--- config.mk ---
export PLATFORM = sky130hd
export DESIGN_NAME = riscv_bus_arbiter
export DESIGN_NICKNAME = d
export VERILOG_FILES = /design/src/rtl/riscv_bus_arbiter.sv
export SDC_FILE = /design/constraint.sdc
export NUM_CORES = 1
export LEC_CHECK = 0
export ABC_AREA = 0
export BUFFER_PORTS_ARGS = -buffer_cell sky130_fd_sc_hd__buf_2
export CORE_AREA = 4 4 103 105
export DETAILED_ROUTE_END_ITERATION = 10
export DIE_AREA = 0 0 107 109
export SYNTH_ARGS = -nofsm -noshare
export SYNTH_HDL_FRONTEND = slang
export SYNTH_SLANG_ARGS = --single-unit
--- constraint.sdc ---
create_clock -name clock -period 1.8 [get_ports clock]
set_input_delay 0.18 -clock clock [delete_from_list [all_inputs] [get_ports clock]]
set_output_delay 0.18 -clock clock [all_outputs]
set_load 0.01 [all_outputs]
--- src/rtl/riscv_bus_arbiter.sv ---
// riscv_bus_arbiter
//   Shares one single-port synchronous RAM between the instruction-fetch port
//   and the load/store port. At most one access is granted per cycle. Data
//   accesses win by default. A starvation counter forces a fetch grant after
//   STARVE_LIMIT consecutive data grants while a fetch is waiting.
//   Store data is lane-replicated with a byte mask. Load data is realigned
//   and zero-extended.
//
// Ports
//   clock, reset       rising-edge clock, asynchronous active-low reset
//   i_req/i_addr       fetch request (held until i_ready)
//   i_ready            fetch accepted this cycle (combinational)
//   i_rvalid/i_rdata   fetched word, one cycle after acceptance
//   d_req/d_we/d_addr/d_width/d_wdata
//                      load/store request (held until d_ready)
//   d_ready            data request accepted this cycle (combinational)
//   d_rvalid/d_rdata   load data, one cycle after acceptance
//   d_err              misaligned or illegal width, one cycle after acceptance
//   mem_en/mem_we/mem_addr/mem_wmask/mem_wdata/mem_rdata
//                      synchronous RAM port; read data arrives one cycle later
module riscv_bus_arbiter #(
  parameter int ADDR_WIDTH   = 32,
  parameter int STARVE_LIMIT = 4
) (
  input  logic                  clock,
  input  logic                  reset,
  input  logic                  i_req,
  input  logic [ADDR_WIDTH-1:0] i_addr,
  output logic                  i_ready,
  output logic                  i_rvalid,
  output logic [31:0]           i_rdata,
  input  logic                  d_req,
  input  logic                  d_we,
  input  logic [ADDR_WIDTH-1:0] d_addr,
  input  logic [1:0]            d_width,
  input  logic [31:0]           d_wdata,
  output logic                  d_ready,
  output logic                  d_rvalid,
  output logic [31:0]           d_rdata,
  output logic                  d_err,
  output logic                  mem_en,
  output logic                  mem_we,
  output logic [ADDR_WIDTH-1:0] mem_addr,
  output logic [3:0]            mem_wmask,
  output logic [31:0]           mem_wdata,
  input  logic [31:0]           mem_rdata
);

  localparam logic [3:0] LIMIT = 4'(STARVE_LIMIT);

  typedef enum logic [1:0] {
    OWN_NONE = 2'd0,
    OWN_I    = 2'd1,
    OWN_D    = 2'd2,
    OWN_ERR  = 2'd3
  } owner_t;

  logic [3:0] starve_cnt;
  owner_t     owner_q;
  logic       is_read_q;
  logic [1:0] off_q;
  logic [1:0] width_q;

  logic grant_i;
  logic grant_d;
  logic d_bad;
  logic d_go;

  // Byte-lane enables for a store of the given width at the given offset.
  function automatic logic [3:0] lane_mask(input logic [1:0] width, input logic [1:0] off);
    case (width)
      2'd0:    lane_mask = 4'b0001 << off;
      2'd1:    lane_mask = 4'b0011 << {off[1], 1'b0};
      default: lane_mask = 4'b1111;
    endcase
  endfunction

  // Replicate right-aligned store data across all lanes it may land in.
  function automatic logic [31:0] lane_data(input logic [1:0] width, input logic [31:0] wd);
    case (width)
      2'd0:    lane_data = {4{wd[7:0]}};
      2'd1:    lane_data = {2{wd[15:0]}};
      default: lane_data = wd;
    endcase
  endfunction

  // Shift the addressed bytes down to bit 0 and zero-extend to 32 bits.
  function automatic logic [31:0] load_align(input logic [31:0] rd, input logic [1:0] off,
                                             input logic [1:0] width);
    logic [31:0] sh;
    sh = rd >> {off, 3'b000};
    case (width)
      2'd0:    load_align = {24'd0, sh[7:0]};
      2'd1:    load_align = {16'd0, sh[15:0]};
      default: load_align = sh;
    endcase
  endfunction

  // Grants are gated by reset so every output reads zero while reset is low.
  always_comb begin
    grant_i = reset & i_req & (~d_req | (starve_cnt == LIMIT));
    grant_d = reset & d_req & ~grant_i;
    case (d_width)
      2'd0:    d_bad = 1'b0;
      2'd1:    d_bad = d_addr[0];
      2'd2:    d_bad = (d_addr[1:0] != 2'b00);
      default: d_bad = 1'b1;
    endcase
  end

  // A misaligned data grant is acknowledged but never reaches the memory.
  assign d_go    = grant_d & ~d_bad;
  assign i_ready = grant_i;
  assign d_ready = grant_d;

  assign mem_en    = grant_i | d_go;
  assign mem_we    = d_go & d_we;
  assign mem_addr  = grant_i ? {i_addr[ADDR_WIDTH-1:2], 2'b00} :
                     d_go    ? {d_addr[ADDR_WIDTH-1:2], 2'b00} : '0;
  assign mem_wmask = mem_we ? lane_mask(d_width, d_addr[1:0]) : 4'b0000;
  assign mem_wdata = mem_we ? lane_data(d_width, d_wdata) : 32'd0;

  // Fetches are always word reads; the low address bits carry no meaning.
  logic unused_i_addr;
  assign unused_i_addr = ^i_addr[1:0];

  // Accept stage -> response stage
  always_ff @(posedge clock or negedge reset) begin
    if (!reset) begin
      starve_cnt <= 4'd0;
      owner_q    <= OWN_NONE;
      is_read_q  <= 1'b0;
      off_q      <= 2'd0;
      width_q    <= 2'd0;
    end else begin
      if (grant_i || !i_req)
        starve_cnt <= 4'd0;
      else if (grant_d && starve_cnt != LIMIT)
        starve_cnt <= starve_cnt + 4'd1;

      // Stores leave the owner at NONE so they produce no response pulse.
      if (grant_i)
        owner_q <= OWN_I;
      else if (grant_d && d_bad)
        owner_q <= OWN_ERR;
      else if (grant_d && !d_we)
        owner_q <= OWN_D;
      else
        owner_q <= OWN_NONE;

      is_read_q <= grant_d & ~d_we;
      off_q     <= d_addr[1:0];
      width_q   <= d_width;
    end
  end

  assign i_rvalid = (owner_q == OWN_I);
  assign i_rdata  = i_rvalid ? mem_rdata : 32'd0;
  assign d_rvalid = (owner_q == OWN_D) & is_read_q;
  assign d_rdata  = d_rvalid ? load_align(mem_rdata, off_q, width_q) : 32'd0;
  assign d_err    = (owner_q == OWN_ERR);

endmodule

# Word-level counts from Yosys, hierarchy flattened
# Cells that the tools add are included.
# word_totals
register_bits	11
in_bits	135
output_inout_bits	139
word_cells	56
# op_classes
n_addsub	1
eq_ne	8
shift	3
muxes	15
n_bitwise	14
reduce_logical	10
# ops
op	n
32-bit 2-to-1 mux	5
32-bit case mux with 2 select lines	2
32-bit by 5-bit >> shifter with 32-bit output	1
4-bit 2-to-1 mux	3
1-bit bitwise AND	8
4-bit case mux with 2 select lines	1
2-bit by 1-bit equality test with 1-bit output, second input constant	3
2-bit equality test, second input constant	3
2-bit 2-to-1 mux	3
4-bit by 1-bit adder with 4-bit output, second input constant	1
4-bit by 3-bit equality test with 1-bit output, second input constant	1
2-bit logical NOT	2
4-bit by 3-bit inequality test with 1-bit output, second input constant	1
1-bit inverter	4
2-bit nonzero test	2
1-bit by 2-bit << shifter with 4-bit output, first input constant	1
2-bit by 2-bit << shifter with 4-bit output, first input constant	1
1-bit logical AND	3
1-bit case mux with 3 select lines	1
1-bit logical NOT	2
1-bit OR	2
1-bit logical OR	1

# Depth between registers and ports, before layout
# Gate-level depths: netlist of the first run.
# depth
ltp_word	9
depth_mapped	7
ltp_nobuf	5

# Worst setup path before layout of the first run
# Ideal clock, no wire load.
# synth_timing
kind	register -> output
start	register starve_cnt[0]
end	output port mem_wmask[0]
arrival_time_ns	1.538
required_ns	1.620
slack_ns	0.082
path_stages_with_launch	6
n_path_buf	0
path_cell_list	dfrtp_1 -> inv_1 -> ha_1 -> nand4b_1 -> nand3_1 -> a2111oi_0
# synth_via
elab_chain_cells	8
# synth_lines
item	line_no	text
start: declaration	58	logic [3:0] starve_cnt;
start signal: assignment	139	starve_cnt <= starve_cnt + 4'd1;
4-bit by 3-bit equality test with 1-bit output	101	grant_i = reset & i_req & (~d_req | (starve_cnt == LIMIT));
1-bit OR	101	
1-bit bitwise AND	101	
1-bit inverter	102	grant_d = reset & d_req & ~grant_i;
1-bit bitwise AND	102	
1-bit bitwise AND	112	assign d_go = grant_d & ~d_bad;
1-bit bitwise AND	117	assign mem_we = d_go & d_we;
4-bit 2-to-1 mux	120	assign mem_wmask = mem_we ? lane_mask(d_width, d_addr[1:0]) : 4'b0000;
end: declaration	44	output logic [3:0] mem_wmask,
# No other way between the ends.

# Worst setup path in the final report of the first run
# layout_timing
start	register starve_cnt[0]
end	output port mem_addr[4]
# layout_via
elab_chain_cells	8
# layout_lines
item	line_no	text
4-bit by 3-bit equality test with 1-bit output *	101	
1-bit OR *	101	
1-bit bitwise AND *	101	
1-bit inverter	102	
1-bit bitwise AND	102	
1-bit bitwise AND	112	
32-bit 2-to-1 mux	119	d_go ? {d_addr[ADDR_WIDTH-1:2], 2'b00} : '0;
32-bit 2-to-1 mux *	118	assign mem_addr = grant_i ? {i_addr[ADDR_WIDTH-1:2], 2'b00} :
end: declaration	43	output logic [ADDR_WIDTH-1:0] mem_addr,
# Mark *: on every way between the ends. The rest lies on a longest branch, timed or not.

==> results of run 1 <==
-- cell type report --
cell class	count	area, um^2	share of cell area
tap	133	166.4	0.03724
clock buffer	4	45.04	0.01008
inverter	6	22.52	0.005041
multi-input combinational	268	2024	0.4531
sequential	11	275.3	0.06161
timing repair buffer	304	1934	0.4329
-- registers in the layout (all words and copies together), names as in the netlist --
register	cells
is_read_q	1
owner_q	2
width_q	2
starve_cnt	4
off_q	2
-- cells in the mapped netlist, types with 6 or more instances --
master,count
sky130_fd_sc_hd__a211oi_1,17
sky130_fd_sc_hd__a21oi_1,22
sky130_fd_sc_hd__a22o_1,30
sky130_fd_sc_hd__and2_1,42
sky130_fd_sc_hd__and3_1,8
sky130_fd_sc_hd__buf_2,13
sky130_fd_sc_hd__clkbuf_1,8
sky130_fd_sc_hd__dfrtp_1,11
sky130_fd_sc_hd__inv_1,6
sky130_fd_sc_hd__mux2_2,8
sky130_fd_sc_hd__mux2i_1,32
sky130_fd_sc_hd__nand2_1,19
sky130_fd_sc_hd__nor2_1,28
sky130_fd_sc_hd__nor2b_1,11
sky130_fd_sc_hd__o21ai_0,11
sky130_fd_sc_hd__or2_2,10
-- path summary, 6_finish.rpt --
path / from / to
min: d_addr[1] / off_q[1]
min in group asynchronous: reset / starve_cnt[3]
max reg2reg: starve_cnt[0] / owner_q[0]
max in group asynchronous: reset / width_q[1]
min reg2reg: starve_cnt[3] / starve_cnt[3]
max: starve_cnt[0] / mem_addr[4]
-- cells by family (layout without fill, tap and decap cells) --
group / count (synthesis) / count (layout)
xor+xnor: 2 / 2
compound gates: 87 / 87
other cells: 1 / 2
buf+inv: 35 / 314
fa+ha+maj: 2 / 2
mux: 40 / 40
flops: 11 / 11
simple gates: 135 / 135
-- worst max-delay path: stages (launching register included) --
cell and delay (ps):
sky130_fd_sc_hd__dfrtp_1 390, sky130_fd_sc_hd__inv_2 80, sky130_fd_sc_hd__ha_4 150, sky130_fd_sc_hd__nand3b_1 160, sky130_fd_sc_hd__a21oi_4 320, sky130_fd_sc_hd__buf_12 180, sky130_fd_sc_hd__a22o_1 170, sky130_fd_sc_hd__buf_2 140
-- cell usage in the layout, fill, tap and decap left out, types with 19 or more instances in the layout --
| cell | synthesis | layout |
|---|---|---|
| sky130_fd_sc_hd__nand2_1 | 19 | 19 |
| sky130_fd_sc_hd__nor2_1 | 28 | 27 |
| sky130_fd_sc_hd__mux2i_1 | 32 | 30 |
| sky130_fd_sc_hd__a22o_1 | 30 | 30 |
| sky130_fd_sc_hd__buf_4 | 4 | 20 |
| sky130_fd_sc_hd__buf_2 | 13 | 241 |
| sky130_fd_sc_hd__and2_1 | 42 | 35 |
| sky130_fd_sc_hd__a21oi_1 | 22 | 19 |
| sky130_fd_sc_hd__buf_6 | 1 | 34 |
-- power by group through the flow --
stage	Sequential [W]	Clock, W	Combinational (W)
2_1_floorplan	0.000266	0	0.000338
3_3_place_gp	0.000268	0	0.000683
3_5_place_dp	0.000269	0	0.000694
4_1_cts	0.000266	0.000247	0.000742
5_1_grt	0.000266	0.000261	0.000849
6_report	0.000266	0.000242	0.000791
-- per-stage QoR --
step                      TNS [ps]  cells  hold WS (ps)
final                        -8517    726         158.8
after global routing        -14950    726         153.0
after CTS                    -6745    719         149.8
after detailed placement         0    709         131.1
after global placement           0    709         126.7
after floorplan                  0    314        -115.6
-- routing by layer --
layer,up-vias,part of all wire,GRT usage
met2,202,0.56,0.4038
met1,1618,0.33,0.1908
met3,21,0.084,0.03434
li1,1680,-,-
met5,-,0,0
met4,0,0.021,0.06484
-- repair_timing --
item,4_1_cts,5_1_grt
hold buffers,1,0
setup endpoints to repair,90,92
endpoints found under the hold margin,11,0
gates cloned,2,3
setup buffers,3,4
pin swaps,11,18
gates resized for setup,32,59
==> summary.md, run 1 <==
Entering global routing, the biggest net connects 34 pins. The minimum setup slack after placement was 54.82 ps; the mean post-synth cell area was 7.247 um^2. For this run, design rule violations remaining after detail routing come to 0. The adder-cell area share of the yosys netlist was 0.01103; the number of filler cells placed in the layout was 982. The total leakage power is 2.452 nW, and the share of the cycle needed by the critical path after routing is 1.112. The top cell type's share of synthesized area works out to 0.1412. The run gives -202.5 ps as the setup slack of the critical path after layout. The starting utilization of the core area was 0.2353; the total of flip-flops plus latches after synthesis was 11.

Dividing the detail-routed wire length by the instance count gives 17.75 um. Share of total power in combinational logic: 0.609. The die outline area is 11,660 um^2, and the endpoint required time on the critical path is 1620 ps. The detailed router finished its first iteration with 197 violations.

In the post-synthesis netlist, the biggest area contributors are sky130_fd_sc_hd__mux2i_1, sky130_fd_sc_hd__dfrtp_1, sky130_fd_sc_hd__a22o_1. Setup violations remaining at the end of the flow were counted as 67. For the worst endpoint data arrival time, the log shows 1820 ps. For this run, the leading register cell type out of synthesis is sky130_fd_sc_hd__dfrtp_1. TritonCTS built the clock tree. For the hold violation count in the final report, the log shows 0.

The number of buffers between clock root and the deepest sink was 2. The worst setup path is of the flop to output port kind. The run gives 0 as the final antenna-violating net count. The power share of the clock group is 0.186, and the path depth of the worst reg2reg path is 6.

Summed over all nets, the half-perimeter wirelength after detailed placement is 10,520 um. Setup repair after global routing could not meet its margin everywhere. The number of global-route vias before repair was 3,358; the power density over the cells was 290.6 nW/um^2. In the final design database the tool counted 731 nets. For the total number of H-tree levels, the log shows 1.

The clock root buffer was sky130_fd_sc_hd__clkbuf_8. 274 I/O pins were placed. Measured along the y axis, the die boundary spans 109 um. Counting flops with a built-in enable in the synthesized netlist gives 0. The area growth from synthesis to layout is 96.97%. Across the VDD grid, the largest voltage drop is 0.0001513 V.

The netlist uses 38 different library cells. The type of the most critical hold path is input pin to flop. The flow ran to the end, but the final reports show violations.

The final core utilization was 0.4635; the total non-filler cell area in the finished layout was 4468 um^2. The share of post-route cells with drive strength above 1 was 0.6172. The final-report max-slew violation count was 0.

Routability-driven placement finished with a final weighted congestion of 0.9348. The slack of the worst reg-to-reg path is 380 ps, and the synthesized cell area is 2268 um^2. Share of synthesized flip-flops with an asynchronous set or reset: 1.000. The clock arrives with 9.041 ps of skew. The number of instances on the worst hold path came out at 1. In this run the horizontal extent of the chip is 107 um. The synthesized-area fraction occupied by ao, oa, aoi and oai cells is 0.2725, and the number of sinks on the clock net is 11. The design internal power is 0.0008055 W. The first TritonRoute pass finished after 5 iterations. The cell area after placement was 3851 um^2; the switching power was 0.0004927 W.

Number of antenna violations at the first check in global routing: 0. The total CTS buffers is 3. By area, the combinational part of the netlist is dominated by simple AND/OR/NAND/NOR gates. The logs give 0.1213 for the register area share after synthesis and 0 for the max-capacitance violation count. The run gives 0 as the number of diodes.

The tools report the maximum achievable frequency as 499.4 MHz. Using the TritonRoute via totals, the vias-per-cell ratio works out to 4.850. The checks that failed: negative setup slack.

The number of I/O port buffers works out to 269. Endpoint kind of the worst setup timing path: an output port. The number of warnings reported in the yosys synthesis log is 0, and the total number of vias is 3,521.

The run gives 36 as the site row count. The minimum clock period after layout is 2002 ps. The total area inside the core boundary comes to 9639 um^2.

The clock-pin slew of the registers on the worst-case setup and hold paths was 50 ps. Simple-gate share of the synthesized area: 0.3293. The largest fanout on the critical path is 16, and the part of the total power dissipated in sequential elements is 0.205. The xor and xnor area share after synthesis is 0.007722.

The share of total power consumed by net switching was 0.3795. The logs give 0.1944 for the overall routing resource usage and 12,890 um for the total detailed-routing wirelength. The first global-routing pass estimated 17,770 um of wire. Counting every instance in the synthesized netlist gives 313.

Clock latency on the worst-skew pair, taken at its later pin, is 240 ps. Of all cell types, the one taking the most synthesized area is sky130_fd_sc_hd__mux2i_1. Summed over all layers, the global routing overflow is 0. The mux share of post-synthesis cell area works out to 0.1809.

The type of element launching the critical path is a flop. The design draws 0.001298 W.
(Power assumes the default switching activity.)
==> run 2, diff against run 1 <==
--- a/config.mk
+++ b/config.mk
@@ -6,10 +6,12 @@
 export NUM_CORES = 1
 export LEC_CHECK = 0
 export ABC_AREA = 0
+export ABC_CLOCK_PERIOD_IN_PS = 1800
 export BUFFER_PORTS_ARGS = -buffer_cell sky130_fd_sc_hd__buf_2
 export CORE_AREA = 4 4 103 105
 export DETAILED_ROUTE_END_ITERATION = 10
 export DIE_AREA = 0 0 107 109
+export MAX_ROUTING_LAYER = met4
 export SYNTH_ARGS = -nofsm -noshare
 export SYNTH_HDL_FRONTEND = slang
 export SYNTH_SLANG_ARGS = --single-unit
==> run 2 against run 1 <==
  * The flow still finishes with violations (negative setup slack)
  * Utilization is 0.83 points lower
  * Die area stayed put
  * Count of clock-buffer cells in the layout stayed put
  * Combinational power is 2% lower
  * Sequential power hardly changed
  * Register-to-register slack hardly changed
  * Hold slack better by 9.9 ps
  * First-iteration DRC count is 32% higher
  * Maximum frequency is 4.2% higher
  * Largest power group unchanged
==> summary.md, run 2 (synthesis results as in run 1) <==
TritonCTS built the clock tree. The final clock skew came out at 8.060 ps (was 9.041 ps). Total global routing overflow: 0 (unchanged). The register ranked first by flip-flop count is starve_cnt (unchanged).

The minimum setup slack after placement was 71.26 ps (was 54.82 ps); the total leakage power was 2.420 nW (was 2.452 nW). The critical path start-end classification was flop to output port (unchanged). Clock latency on the worst-skew pair: 230 ps (was 240 ps). The final core utilization was 0.4552 (was 0.4635); the number of instances on the worst hold path was 1 (unchanged). Stage delay of the slowest cell on the critical path: 380 ps (was 390 ps). Total number of vias: 3,553 (was 3,521).

The flip-flop count of the largest register, all copies and words added is 4 (unchanged). Leading cell type in the layout, fill and taps excluded: sky130_fd_sc_hd__buf_2 (unchanged). The logs give 0 (unchanged) for the number of antenna violations at the first check in global routing and 0.0001701 V (was 0.0001513 V) for the maximum vdd ir drop. The setup TNS after final layout is -4729 ps (was -8517 ps), and the maximum achievable frequency is 520.2 MHz (was 499.4 MHz). The total number of H-tree levels is 1 (unchanged).

The routability congestion estimate was 0.9650 (was 0.9348). The share of the cycle needed by the critical path after routing works out to 1.068 (was 1.112). The run gives 9639 um^2 (unchanged) as the placeable core region. The run gives 3 (unchanged) as the total CTS buffers.

The endpoint of the worst register-to-register path is starve_cnt[3] (was owner_q[0]). The number of diodes was 0 (unchanged). The max-capacitance violation count came out at 0 (unchanged). The clock root buffer is sky130_fd_sc_hd__clkbuf_8 (unchanged). The slack of the worst reg-to-reg path is 390 ps (was 380 ps), and the hold violation count in the final report is 0 (unchanged). Type of the most critical hold path: input pin to flop (unchanged).

Number of I/O port buffers: 269 (unchanged). The tools report the final setup violation count as 67 (unchanged). Most frequent cells in the layout: sky130_fd_sc_hd__buf_2, sky130_fd_sc_hd__and2_1, sky130_fd_sc_hd__mux2i_1, sky130_fd_sc_hd__buf_6, sky130_fd_sc_hd__a22o_1 (was sky130_fd_sc_hd__buf_2, sky130_fd_sc_hd__and2_1, sky130_fd_sc_hd__buf_6, sky130_fd_sc_hd__mux2i_1, sky130_fd_sc_hd__a22o_1).

The site row count came out at 36 (unchanged). The cell type of the slowest stage on the worst timing path was sky130_fd_sc_hd__dfrtp_1 (unchanged). I/O pin count: 274 (unchanged). The area growth from synthesis to layout is 93.44% (was 96.97%).

The number of global-route vias before repair was 3,454 (was 3,358). The minimum clock period after layout is 1922 ps (was 2002 ps). The cell area after placement is 3844 um^2 (was 3851 um^2), and the height of the die is 109 um (unchanged). The power density over the cells was 291.8 nW/um^2 (was 290.6 nW/um^2); the share of post-route cells with drive strength above 1 was 0.6061 (was 0.6172). The startpoint of the most critical hold path is d_addr[1] (unchanged). The number of vias per cell was 4.921 (was 4.850); the number of sinks on the clock net was 11 (unchanged). The endpoint required time on the critical path came out at 1620 ps (about the same).

The number of filler cells placed in the layout was 993 (was 982); the number of buffers and inverters on the critical path was 3 (unchanged). The startpoint of the worst-slack reg-to-reg timing path was starve_cnt[0] (unchanged). The tools report the setup slack of the critical path after layout as -122.3 ps (was -202.5 ps). Average wire per cell in the routed design: 17.82 um (was 17.75 um). The path depth of the worst reg2reg path came out at 4 (was 6).

The largest delay contributor family on the critical path was compound AO/OA/AOI/OAI gates (unchanged). Cells along the critical path: inv_2, ha_4, nand3b_1, a21oi_4, clkbuf_16, a22o_1, buf_6 (was inv_2, ha_4, nand3b_1, a21oi_4, buf_12, a22o_1, buf_2). The clock-pin slew of the registers on the worst-case setup and hold paths works out to 50 ps (about the same). Violations in the final reports: negative setup slack (unchanged). The type of element launching the critical path is a flop (unchanged).

The largest fanout on the critical path was 16 (unchanged). Setup repair after global routing could not meet its margin everywhere. The largest net degree at the start of global routing is 34 (unchanged). The total non-filler cell area in the finished layout came out at 4388 um^2 (was 4468 um^2).

The worst hold endpoint was off_q[1] (unchanged). The logs give 2 (unchanged) for the number of buffers between clock root and the deepest sink and 261 (was 197) for the initial DRC count. Wire length of the first global-routing pass: 17,720 um (was 17,770 um).

The final net count was 727 (was 731). The run gives 0 (unchanged) as the residual DRC count. The run finished, with violations left.

The count of TritonRoute iterations in the first routing pass was 5 (unchanged); the starting utilization of the core area was 0.2353 (unchanged). The die outline area came out at 11,660 um^2 (unchanged). The logs give 12,860 um (was 12,890 um) for the total detailed-routing wirelength and 0.1991 (was 0.1944) for the overall routing resource usage.

The chip width is 107 um (unchanged). The final HPWL from detailed placement is 10,520 um (about the same). The tools report the endpoint kind of the worst setup timing path as an output port (unchanged). The tools report the worst endpoint data arrival time as 1740 ps (was 1820 ps). The tools report the final antenna-violating net count as 0 (unchanged). The final-report max-slew violation count is 0 (unchanged).
[run 2: worst register-to-register path: cells and delay by family, from the launching register on]
| family | cells | cell delay [ps] |
|---|---|---|
| flops | 1 | 360 |
| compound gates | 1 | 240 |
| fa+ha+maj | 1 | 160 |
| buf+inv | 1 | 60 |
| simple gates | 1 | 500 |
[run 2: layout make-up]
cell class                      instances  area, um^2  share of cell area
Clock buffer                            4       45.04             0.01027
Tap cell                              133       166.4             0.03792
Inverter                                6       22.52            0.005133
Multi-Input combinational cell        268        1988              0.4531
Timing Repair Buffer                  300        1891              0.4309
Sequential cell                        11       275.3             0.06273
[run 2: timing repair]
| action | in CTS | in global routing |
|---|---|---|
| endpoints found under the hold margin | 11 | 0 |
| gates resized for setup | 32 | 48 |
| buffers inserted | 4 | 1 |
| setup endpoints to repair | 89 | 91 |
| pin swaps | 9 | 15 |
| hold buffers | 1 | 0 |
| cloned | 2 | 2 |
[run 2: stage by stage]
step	cells	total power (W)	hold WS, ps
after floorplan	314	0.0006036	-115.6
after global placement	708	0.0009499	125.9
after detailed placement	708	0.0009610	135.5
after CTS	719	0.001251	146.4
after global routing	722	0.001363	166.2
final	722	0.001281	168.7
[run 2: power by group]
| part | internal, W | switching (W) |
|---|---|---|
| combinational | 0.000384 | 0.000393 |
| clock | 0.000155 | 0.0000839 |
| sequential | 0.000258 | 0.00000768 |
| total | 0.000797 | 0.000484 |
[run 2: worst max path at each step]
stage | start | end | slack, ps | depth (start not counted)
2_1_floorplan | starve_cnt[0] | mem_wmask[0] | 80 | 5
3_3_place_gp | starve_cnt[0] | mem_addr[4] | 80 | 7
3_5_place_dp | starve_cnt[0] | mem_en | 70 | 7
4_1_cts | starve_cnt[1] | mem_addr[4] | -110 | 7
5_1_grt | starve_cnt[0] | mem_wdata[10] | -230 | 8
6_report | starve_cnt[0] | mem_addr[12] | -120 | 7
[run 2: routing by layer]
metal | share of wire | routed length [um] | vias up | track usage
met5 | 0 | 0 | - | -
met4 | 0.032 | 410 | 0 | 0.08584
met3 | 0.085 | 1093 | 22 | 0.03434
met2 | 0.54 | 6960 | 230 | 0.3925
met1 | 0.34 | 4398 | 1630 | 0.1892
li1 | - | - | 1671 | -
==> run 3, diff against run 2 <==
--- a/config.mk
+++ b/config.mk
@@ -8,10 +8,13 @@
 export ABC_AREA = 0
 export ABC_CLOCK_PERIOD_IN_PS = 1800
 export BUFFER_PORTS_ARGS = -buffer_cell sky130_fd_sc_hd__buf_2
-export CORE_AREA = 4 4 103 105
+export CELL_PAD_IN_SITES_DETAIL_PLACEMENT = 2
+export CELL_PAD_IN_SITES_GLOBAL_PLACEMENT = 2
+export CORE_MARGIN = 4
+export CORE_UTILIZATION = 14
 export DETAILED_ROUTE_END_ITERATION = 10
-export DIE_AREA = 0 0 107 109
 export MAX_ROUTING_LAYER = met4
+export PLACE_DENSITY_LB_ADDON = 0.1
 export SYNTH_ARGS = -nofsm -noshare
 export SYNTH_HDL_FRONTEND = slang
 export SYNTH_SLANG_ARGS = --single-unit
==> run 3 against run 2 <==
  * The flow still finishes with violations (negative setup slack)
  * Hold slack improved by 6.3 ps
  * Non-clock buffer count increased by 23
  * Critical path depth increased by 2
  * Via count increased by 3.1%
  * Sequential power about the same
  * Sequential share of layout area decreased by 0.79 points
  * Clock power increased by 69%
  * Largest cell class is now non-clock buffers
==> summary.md, run 3 (synthesis results as in run 1) <==
The flow ran to the end, but the final reports show violations. Violations in the final reports: negative setup slack (unchanged). The residual DRC count was 0 (unchanged); the total detailed-routing wirelength was 16,330 um (was 12,860 um). The critical path start-end classification is flop to output port (unchanged). The run gives 0 (unchanged) as the hold violation count in the final report.

The tools report the final clock skew as 3.661 ps (was 8.060 ps). For the number of antenna violations at the first check in global routing, the log shows 0 (unchanged). The placeable core region came out at 15,890 um^2 (was 9639 um^2).

The height of the die works out to 135.3 um (was 109 um). The flip-flop count of the largest register, all copies and words added was 4 (unchanged). The total global routing overflow came out at 0 (unchanged). Clock root buffer: sky130_fd_sc_hd__clkbuf_16 (was sky130_fd_sc_hd__clkbuf_8). The tools report the largest net degree at the start of global routing as 35 (was 34). The worst endpoint data arrival time is 1920 ps (was 1740 ps). The total number of vias is 3,664 (was 3,553), and the number of cells after detailed placement is 793 (was 708).

The total number of H-tree levels came out at 1 (unchanged). The number of sinks on the clock net was 11 (unchanged). The number of standard cells in the layout, taps in and fillers out was 829 (was 722); the power density over the cells was 305.2 nW/um^2 (was 291.8 nW/um^2). The initial DRC count was 94 (was 261). The leading cell type in the layout, fill and taps excluded was sky130_fd_sc_hd__buf_2 (unchanged). The top layer reached by signal wires is met4 (unchanged).

The post-route total power came out at 0.001539 W (was 0.001281 W). The chip width was 135.3 um (was 107 um). The tools report the total CTS buffers as 3 (unchanged). The multi-input gate area in the final layout is 2132 um^2 (was 1988 um^2), and the area growth from synthesis to layout is 122.3% (was 93.44%). The average wire per cell in the routed design was 19.70 um (was 17.82 um); the final net count was 750 (was 727).

The endpoint required time on the critical path was 1620 ps (about the same); the setup slack of the critical path after layout was -300.4 ps (was -122.3 ps). The run gives 2.620 nW (was 2.420 nW) as the total leakage power. The endpoint kind of the worst setup timing path was an output port (unchanged). The type of element launching the critical path was a flop (unchanged). The logs give 240 ps (was 230 ps) for the clock latency on the worst-skew pair and 0.1428 (was 0.2353) for the starting utilization of the core area. Setup repair after global routing could not meet its margin everywhere. The share of the cycle needed by the critical path after routing works out to 1.167 (was 1.068). The register ranked first by flip-flop count is starve_cnt (unchanged).

The tools report the routability congestion estimate as 0.7817 (was 0.9650). Most frequent cells in the layout: sky130_fd_sc_hd__buf_2, sky130_fd_sc_hd__buf_6, sky130_fd_sc_hd__and2_1, sky130_fd_sc_hd__mux2i_1, sky130_fd_sc_hd__buf_4 (was sky130_fd_sc_hd__buf_2, sky130_fd_sc_hd__and2_1, sky130_fd_sc_hd__mux2i_1, sky130_fd_sc_hd__buf_6, sky130_fd_sc_hd__a22o_1). The final antenna-violating net count was 0 (unchanged).

The number of global-route vias before repair came out at 4,023 (was 3,454). TritonCTS built the clock tree. The minimum clock period after layout was 2100 ps (was 1922 ps).

The I/O pin count was 274 (unchanged); the met1 layer wirelength in the final routing was 6064 um (was 4398 um). The maximum achievable frequency is 476.1 MHz (was 520.2 MHz), and the max-capacitance violation count is 0 (unchanged). The tools report the count of TritonRoute iterations in the first routing pass as 4 (was 5).

The met3 routed wirelength was 1435 um (was 1093 um); the wire length of the first global-routing pass was 22,640 um (was 17,720 um). The sequential cell area came out at 276.5 um^2 (was 275.3 um^2). The type of the most critical hold path is input pin to flop (unchanged).

The number of I/O port buffers works out to 269 (unchanged). The tools report the site row count as 46 (was 36). Number of buffers between clock root and the deepest sink: 2 (unchanged). The run gives 0.0002254 V (was 0.0001701 V) as the maximum vdd ir drop. The tools report the die outline area as 18,300 um^2 (was 11,660 um^2). The largest fanout on the critical path works out to 8 (was 16).

The number of filler cells placed in the layout was 1,914 (was 993); the share of post-route cells with drive strength above 1 was 0.6585 (was 0.6061). The tools report the final HPWL from detailed placement as 12,390 um (was 10,520 um). The run gives 0 (unchanged) as the final-report max-slew violation count. The overall routing resource usage is 0.1604 (was 0.1991). The number of vias per cell was 4.420 (was 4.921); the amount of wire on met2 after detailed routing was 8710 um (was 6960 um).

The clock-pin slew of the registers on the worst-case setup and hold paths is 40 ps (was 50 ps). Final setup violation count: 69 (was 67).
run 3: critical path, stage by stage, from the launching register on:
cell and delay (ps):
sky130_fd_sc_hd__dfrtp_1 390, sky130_fd_sc_hd__inv_2 90, sky130_fd_sc_hd__ha_4 140, sky130_fd_sc_hd__buf_4 100
sky130_fd_sc_hd__nand3b_1 160, sky130_fd_sc_hd__a21oi_4 250, sky130_fd_sc_hd__buf_12 150, sky130_fd_sc_hd__clkbuf_16 140
sky130_fd_sc_hd__a22o_1 140, sky130_fd_sc_hd__buf_2 130
run 3: area by class of cell:
| cell class | instances | area share |
|---|---|---|
| multi-input cells | 268 | 0.4228 |
| flip-flops and latches | 11 | 0.05484 |
| well taps | 216 | 0.05360 |
| inverters | 6 | 0.004466 |
| repair buffers | 323 | 0.4481 |
| diodes | 1 | 0.0004963 |
| clock buffers | 4 | 0.01563 |
run 3: what timing repair did:
action	CTS	global route
endpoints found under the setup margin	84	90
hold endpoints to repair	11	0
gates cloned	3	8
setup buffers	8	11
gates resized for setup	47	86
hold buffers	2	0
pin swaps	14	30
run 3: layer usage:
metal  vias up  track usage
met5         -            -
met4         0      0.02520
met3         7      0.03900
met2       177       0.3003
met1      1759       0.1745
li1       1721            -
run 3: path summary, 6_finish.rpt:
| check | from | to | slack [ps] | cells past startpoint |
|---|---|---|---|---|
| min in group asynchronous | reset | starve_cnt[0] | 320 | 2 |
| worst min-delay path | d_addr[0] | off_q[0] | 180 | 1 |
| worst max-delay path | starve_cnt[0] | mem_addr[18] | -300 | 9 |
| worst min register to register | starve_cnt[3] | starve_cnt[3] | 600 | 2 |
| max in group asynchronous | reset | off_q[0] | 930 | 3 |
| worst max register to register | starve_cnt[0] | owner_q[0] | 180 | 9 |
run 3: per-stage QoR:
stage	instance area, um^2	TNS [ps]	util	hold WS (ps)	setup WS (ps)
3_5_place_dp	3978	-51.72	0.2504	-2.473	-51.72
4_1_cts	4405	-14190	0.2773	173.8	-251.1
6_report	5042	-17400	0.3174	175.1	-300.4
5_1_grt	5040	-22960	0.3173	171.6	-383.2
3_3_place_gp	3978	-12.71	0.2504	-7.565	-12.71
2_1_floorplan	2272	0	-	-115.6	82.26
run 3: report_power, final:
part	internal, W	switching [W]
Clock	0.000297	0.000107
Sequential	0.000259	0.00000810
Combinational	0.000429	0.000439
